`src/rtl/prng_share_pkg.sv`:
```
// Shared types, constants and the round-robin pick helper for the PRNG share arbiter.
// Combinational helpers only; no state lives here.
// rr_pick searches a request mask upward from a pointer with wrap at n.
package prng_share_pkg;

  typedef enum logic [1:0] {
    RESEED = 2'd0,
    WARMUP = 2'd1,
    SERVE  = 2'd2
  } state_e;

  localparam logic [31:0] SEED_DEFAULT_C = 32'hACE1_0001;
  localparam int          WARMUP_CNT_W   = 4;
  localparam int          RR_MAX         = 8;

  // First set bit of mask at or after ptr, wrapping at n; 0 when mask is empty.
  function automatic logic [2:0] rr_pick(input logic [RR_MAX-1:0] mask,
                                         input logic [2:0]        ptr,
                                         input int                n);
    logic [2:0] pick;
    logic       found;
    int         idx;
    pick  = 3'd0;
    found = 1'b0;
    for (int i = 0; i < RR_MAX; i++) begin
      idx = (int'(ptr) + i) % n;
      if ((i < n) && !found && mask[idx[2:0]]) begin
        pick  = idx[2:0];
        found = 1'b1;
      end
    end
    return pick;
  endfunction

endpackage

```
`src/rtl/prng_share_arbiter_rr_arbiter_core.sv`:
```
// Round-robin pick over NUM_REQ requests plus the rotating priority pointer.
// Pick is combinational; pointer updates on the edge where adv is high.
// No backpressure: caller decides when a pick is consumed via adv.
module rr_arbiter_core
  import prng_share_pkg::*;
#(
  parameter int NUM_REQ = 4
) (
  input  logic               clk,
  input  logic               rst,
  input  logic [NUM_REQ-1:0] req,
  input  logic               adv,
  output logic               any_req,
  output logic [2:0]         winner
);

  logic [2:0]        rr_ptr_q;
  logic [2:0]        rr_ptr_d;
  logic [RR_MAX-1:0] mask;

  // Widen the request vector and pick the winner from the current pointer.
  always_comb begin
    mask               = '0;
    mask[NUM_REQ-1:0]  = req;
    any_req            = |req;
    winner             = rr_pick(mask, rr_ptr_q, NUM_REQ);
  end

  // Pointer moves to just past the winner when the grant is taken.
  always_comb begin
    rr_ptr_d = rr_ptr_q;
    if (adv) begin
      rr_ptr_d = (int'(winner) == NUM_REQ - 1) ? 3'd0 : (winner + 3'd1);
    end
  end

  // Pointer register.
  always_ff @(posedge clk or posedge rst) begin
    if (rst) rr_ptr_q <= 3'd0;
    else     rr_ptr_q <= rr_ptr_d;
  end

endmodule

```
`src/rtl/prng_share_arbiter.sv`:
```
// Shares one PCG generator among NUM_REQ consumers; sequences reseed and warm-up.
// req->gnt latency 1 cycle; rnd_out is the generator word seen at the decision edge.
// One grant per cycle; a pending seed_load pre-empts any new grant. Optional macro: PRNG_SHARE_ARB_REPEAT_CHK_EN.
module prng_share_arbiter
  import prng_share_pkg::*;
#(
  parameter int          NUM_REQ       = 4,
  parameter int          WARMUP_CYCLES = 2,
  parameter logic [31:0] SEED_DEFAULT  = SEED_DEFAULT_C
) (
  input  logic               clk,
  input  logic               rst,
  input  logic [31:0]        seed_in,
  input  logic               seed_load,
  output logic               gen_rst,
  output logic [31:0]        gen_seed,
  input  logic [31:0]        gen_data,
  input  logic [NUM_REQ-1:0] req,
  output logic [NUM_REQ-1:0] gnt,
`ifdef PRNG_SHARE_ARB_REPEAT_CHK_EN
  output logic               repeat_err,
`endif
  output logic [31:0]        rnd_out,
  output logic               rnd_valid,
  output logic               ready
);

  localparam logic [WARMUP_CNT_W-1:0] WARM_LAST = WARMUP_CNT_W'(WARMUP_CYCLES - 1);

  state_e                  state_q, state_d;
  logic [31:0]             seed_q, seed_d;
  logic                    gen_rst_q, gen_rst_d;
  logic [NUM_REQ-1:0]      gnt_q, gnt_d;
  logic [31:0]             rnd_q, rnd_d;
  logic                    ready_q, ready_d;
  logic [WARMUP_CNT_W-1:0] warm_cnt_q, warm_cnt_d;

  logic                    any_req;
  logic [2:0]              winner;
  logic                    adv;

`ifdef PRNG_SHARE_ARB_REPEAT_CHK_EN
  logic [31:0]             last_q, last_d;
  logic                    last_vld_q, last_vld_d;
  logic                    rep_err_q, rep_err_d;
`endif

  rr_arbiter_core #(
    .NUM_REQ (NUM_REQ)
  ) u_rr (
    .clk     (clk),
    .rst     (rst),
    .req     (req),
    .adv     (adv),
    .any_req (any_req),
    .winner  (winner)
  );

  // Next-state: seed_load overrides everything; grants only issue in SERVE.
  always_comb begin
    state_d    = state_q;
    seed_d     = seed_q;
    warm_cnt_d = warm_cnt_q;
    gnt_d      = '0;
    rnd_d      = rnd_q;
    adv        = 1'b0;
`ifdef PRNG_SHARE_ARB_REPEAT_CHK_EN
    last_d     = last_q;
    last_vld_d = last_vld_q;
    rep_err_d  = rep_err_q;
`endif
    if (seed_load) begin
      seed_d     = seed_in;
      state_d    = RESEED;
      warm_cnt_d = '0;
`ifdef PRNG_SHARE_ARB_REPEAT_CHK_EN
      last_vld_d = 1'b0;
      rep_err_d  = 1'b0;
`endif
    end else begin
      case (state_q)
        RESEED: begin
          state_d    = WARMUP;
          warm_cnt_d = '0;
        end
        WARMUP: begin
          if (warm_cnt_q == WARM_LAST) begin
            state_d    = SERVE;
            warm_cnt_d = '0;
          end else begin
            warm_cnt_d = warm_cnt_q + 1'b1;
          end
        end
        SERVE: begin
          if (any_req) begin
            adv   = 1'b1;
            rnd_d = gen_data;
            for (int i = 0; i < NUM_REQ; i++) begin
              gnt_d[i] = (winner == 3'(i));
            end
`ifdef PRNG_SHARE_ARB_REPEAT_CHK_EN
            if (last_vld_q && (gen_data == last_q)) rep_err_d = 1'b1;
            last_d     = gen_data;
            last_vld_d = 1'b1;
`endif
          end
        end
        default: state_d = RESEED;
      endcase
    end
    // Generator reset is held exactly while the FSM sits in RESEED.
    gen_rst_d = (state_d == RESEED);
    ready_d   = (state_d == SERVE);
  end

  // All FSM state and registered outputs.
  always_ff @(posedge clk or posedge rst) begin
    if (rst) begin
      state_q    <= RESEED;
      seed_q     <= SEED_DEFAULT;
      gen_rst_q  <= 1'b1;
      gnt_q      <= '0;
      rnd_q      <= '0;
      ready_q    <= 1'b0;
      warm_cnt_q <= '0;
`ifdef PRNG_SHARE_ARB_REPEAT_CHK_EN
      last_q     <= '0;
      last_vld_q <= 1'b0;
      rep_err_q  <= 1'b0;
`else
      // No repeat tracking state in this build.
`endif
    end else begin
      state_q    <= state_d;
      seed_q     <= seed_d;
      gen_rst_q  <= gen_rst_d;
      gnt_q      <= gnt_d;
      rnd_q      <= rnd_d;
      ready_q    <= ready_d;
      warm_cnt_q <= warm_cnt_d;
`ifdef PRNG_SHARE_ARB_REPEAT_CHK_EN
      last_q     <= last_d;
      last_vld_q <= last_vld_d;
      rep_err_q  <= rep_err_d;
`endif
    end
  end

  assign gen_rst   = gen_rst_q;
  assign gen_seed  = seed_q;
  assign gnt       = gnt_q;
  assign rnd_out   = rnd_q;
  assign rnd_valid = |gnt_q;
  assign ready     = ready_q;
`ifdef PRNG_SHARE_ARB_REPEAT_CHK_EN
  assign repeat_err = rep_err_q;
`endif

endmodule

```
`config.mk`:
```
export PLATFORM = sky130hd
export DESIGN_NAME = prng_share_arbiter
export DESIGN_NICKNAME = d
export VERILOG_FILES = /design/src/rtl/prng_share_pkg.sv /design/src/rtl/prng_share_arbiter_rr_arbiter_core.sv /design/src/rtl/prng_share_arbiter.sv
export SDC_FILE = /design/constraint.sdc
export NUM_CORES = 1
export LEC_CHECK = 0
export ABC_AREA = 1
export CORE_ASPECT_RATIO = 0.7
export CORE_UTILIZATION = 42
export CTS_CLUSTER_SIZE = 8
export DETAILED_ROUTE_END_ITERATION = 7
export GPL_ROUTABILITY_DRIVEN = 1
export PLACE_DENSITY = 0.79
export SKIP_CTS_REPAIR_TIMING = 1
export SLEW_MARGIN = 10
export SYNTH_ARGS = -nofsm -noshare
export SYNTH_HDL_FRONTEND = slang
export SYNTH_SLANG_ARGS = --single-unit
```
`constraint.sdc`:
```
create_clock -name clk -period 2.81 [get_ports clk]
set_input_delay 0.562 -clock clk [delete_from_list [all_inputs] [get_ports clk]]
set_output_delay 0.562 -clock clk [all_outputs]
set_load 0.02 [all_outputs]
```
==> results.yml <==
status:
  status: "finished, final reports clean"
placement:
  gp_congestion: 0.852
  numPortBuffers: 141
  dp_hpwl_um: 6050
  dp.cells: 624
logic_synthesis:
  yosysSeqAreaShare: 0.590
  synth_fa_ha_area_frac: 0.0226
  synth_top_family_by_area: "simple AND/OR/NAND/NOR gates"
  synth.largest_area_cell: "dfrtp_1"
  ys_async_sr_fraction: 1.00
  synthMuxAreaShare: 0
  synthCells: 394
  synth_ff_type: "dfrtp_1"
  yosys.area_share.simple: 0.311
  synth_edf_count: 0
  yosysMostFrequentCell: "nand2_1"
  yosys-top-cells-count: "nand2_1, dfrtp_1, inv_1, dfstp_2, nor2_1"
  yosysWarnings: 0
  synthesis.area_um2: 3330
  synth_xor_xnor_area_share: 0.00527
  synth_compound_area_frac: 0.0199
  synth_seq_cells: 78
  synth_nets: 471
  synth_cell_types: 28
  synth_top_cell_area_share: 0.511
  synth_area_leaders: "dfrtp_1, nand2_1, dfstp_2"
  avgSynthCellArea_um2: 8.44
die:
  dieWidth_um: 108
  initial_utilization: 0.445
  pin_count: 142
  core_area_um2: 7480
  rows: 26
  dieHeight_um: 76.5
  die_area_um2: 8290
clock_network:
  htreeDepth: 3
  cts_tree: "yes"
  clockBufferDepth: 2
  clkSinkCount: 78
  cts-root-buf: "clkbuf_16"
  cts.reportedPaths.clkPinSlew_ps: 60
  cts-buffers-inserted: 9
  clk_latency_ps: 330
run:
  maxCapViolations: 0
route:
  vias: 2938
  vias_per_cell: 4.59
  dr.pass1.iters: 4
  wire_per_inst_um: 13.0
  drt_iter0_drc: 123
  totalWireLength_um: 8300
  ant_nets: 0
  drc: 0
worst_setup_path:
  start_kind: "flop"
  cp_data_arrival_time_ps: 1760
  worstSetupPathType: "reg2out"
  crit_path_end_kind: "output port"
  r2r_cells: 14
  critPathMaxFanout: 2
  worstPathRequired_ps: 2250
sta:
  fin_setup_tns_ps: 0
  fmax_mhz: 430
  drv_slew: 0
  period_needed_ps: 2320
  setup_viol: 0
  rsz0062_at_grt: "no"
  max-slew-margin-rel: 0.600
  period_share: 0.827
  skew_ps: 5.72
  worstMarginPinSlew_ps: 599
  hold_viol_final: 0
global_routing:
  grt_pass1_wl_um: 13400
  grt_pass1_vias: 2952
  grt_max_degree: 45
  grt.total_usage: 0.210
  antenna_found_initial: 0
  grt_overflow_total: 0
final_layout:
  nets: 614
  areaGrowthSynthToFinish_pct: 55.5
  fillers: 569
  post-route-util: 0.692
  fin_cells: 640
  drive_gt1_frac: 0.0886
  num_antenna_cells: 0
worst_hold_path:
  hold_path_class: "reg2reg"
  holdPathStages: 2
power_and_ir_drop:
  vdd_ir_drop_max_mv: 0.551
  leakage_nw: 2.54
  p_per_area_nw_per_um2: 956
state kept, by name, indices dropped and copies added, names as in the netlist:
name / flops
gnt: 4
rnd_out: 32
gen_seed: 32
ready: 1
state_q: 2
gen_rst: 1
warm_cnt_q: 4
u_rr.rr_ptr_q: 2
cell type report:
type / count / area [um2] / share of cell area
Inverter: 25 / 95.1 / 0.0184
Sequential cell: 78 / 1960 / 0.380
Multi-Input combinational cell: 277 / 1190 / 0.230
Clock buffer: 11 / 233 / 0.0450
Timing Repair Buffer: 146 / 1460 / 0.282
Clock inverter: 5 / 106 / 0.0206
Tap cell: 98 / 123 / 0.0237
path summary, 6_finish.rpt:
path	from	end	slack (ps)
max	gnt[1]	rnd_valid	490
min	gen_seed[21]	gen_seed[21]	460
max reg2reg	u_rr.rr_ptr_q[0]	u_rr.rr_ptr_q[1]	680
min reg2reg	gen_seed[21]	gen_seed[21]	460
max in group asynchronous	rst	gen_seed[21]	1490
min in group asynchronous	rst	rnd_out[20]	620
kinds of logic after synthesis:
group / count (synthesis)
and+or+nand+nor: 257
adders and majority gates: 6
AOI/OAI and AO/OA: 12
DFF: 78
buffers and inverters: 39
xor gates and xnor gates: 2
cell usage in the layout (no fill, tap or decap), drive strengths merged:
master / n
nor3: 1
dfstp: 10
nor2: 13
o21ai: 8
a21oi: 2
clkbuf: 11
o22ai: 2
nand3: 7
nor4: 1
ha: 6
xor2: 1
inv: 24
dfrtp: 68
clkdlybuf4s50: 141
clkinv: 2
buf: 5
clkinvlp: 1
nand2: 233
or4: 1
xnor2: 1
nand4: 1
bufinv: 3
power breakdown:
part	switching, mW	leakage, nW	internal (mW)
Clock	0.446	0.160	0.872
Combinational	1.10	1.42	0.872
Sequential	0.212	0.960	1.45
stage by stage:
step	area (um2)	power, mW	hold slack [ps]	setup WS [ps]
after detailed placement	4840	3.65	456	310
after CTS	5170	4.99	465	466
final	5170	4.95	462	485
after global placement	4840	3.57	450	433
after global routing	5170	5.25	477	435
after floorplan	3330	2.77	494	270
metal layers:
layer / track usage / wire (um) / up-vias
li1: - / - / 1477
met1: 0.236 / 3520 / 1327
met2: 0.350 / 3690 / 120
met3: 0.103 / 959 / 14
met4: 0.0608 / 126 / 0
met5: 0 / 0 / -
critical path, stage by stage (launching register included):
cell             delay (ps)
dfrtp_1                 370
or4_1                   510
clkdlybuf4s50_1         560
Note: power is estimated with default switching activity, not from simulation.
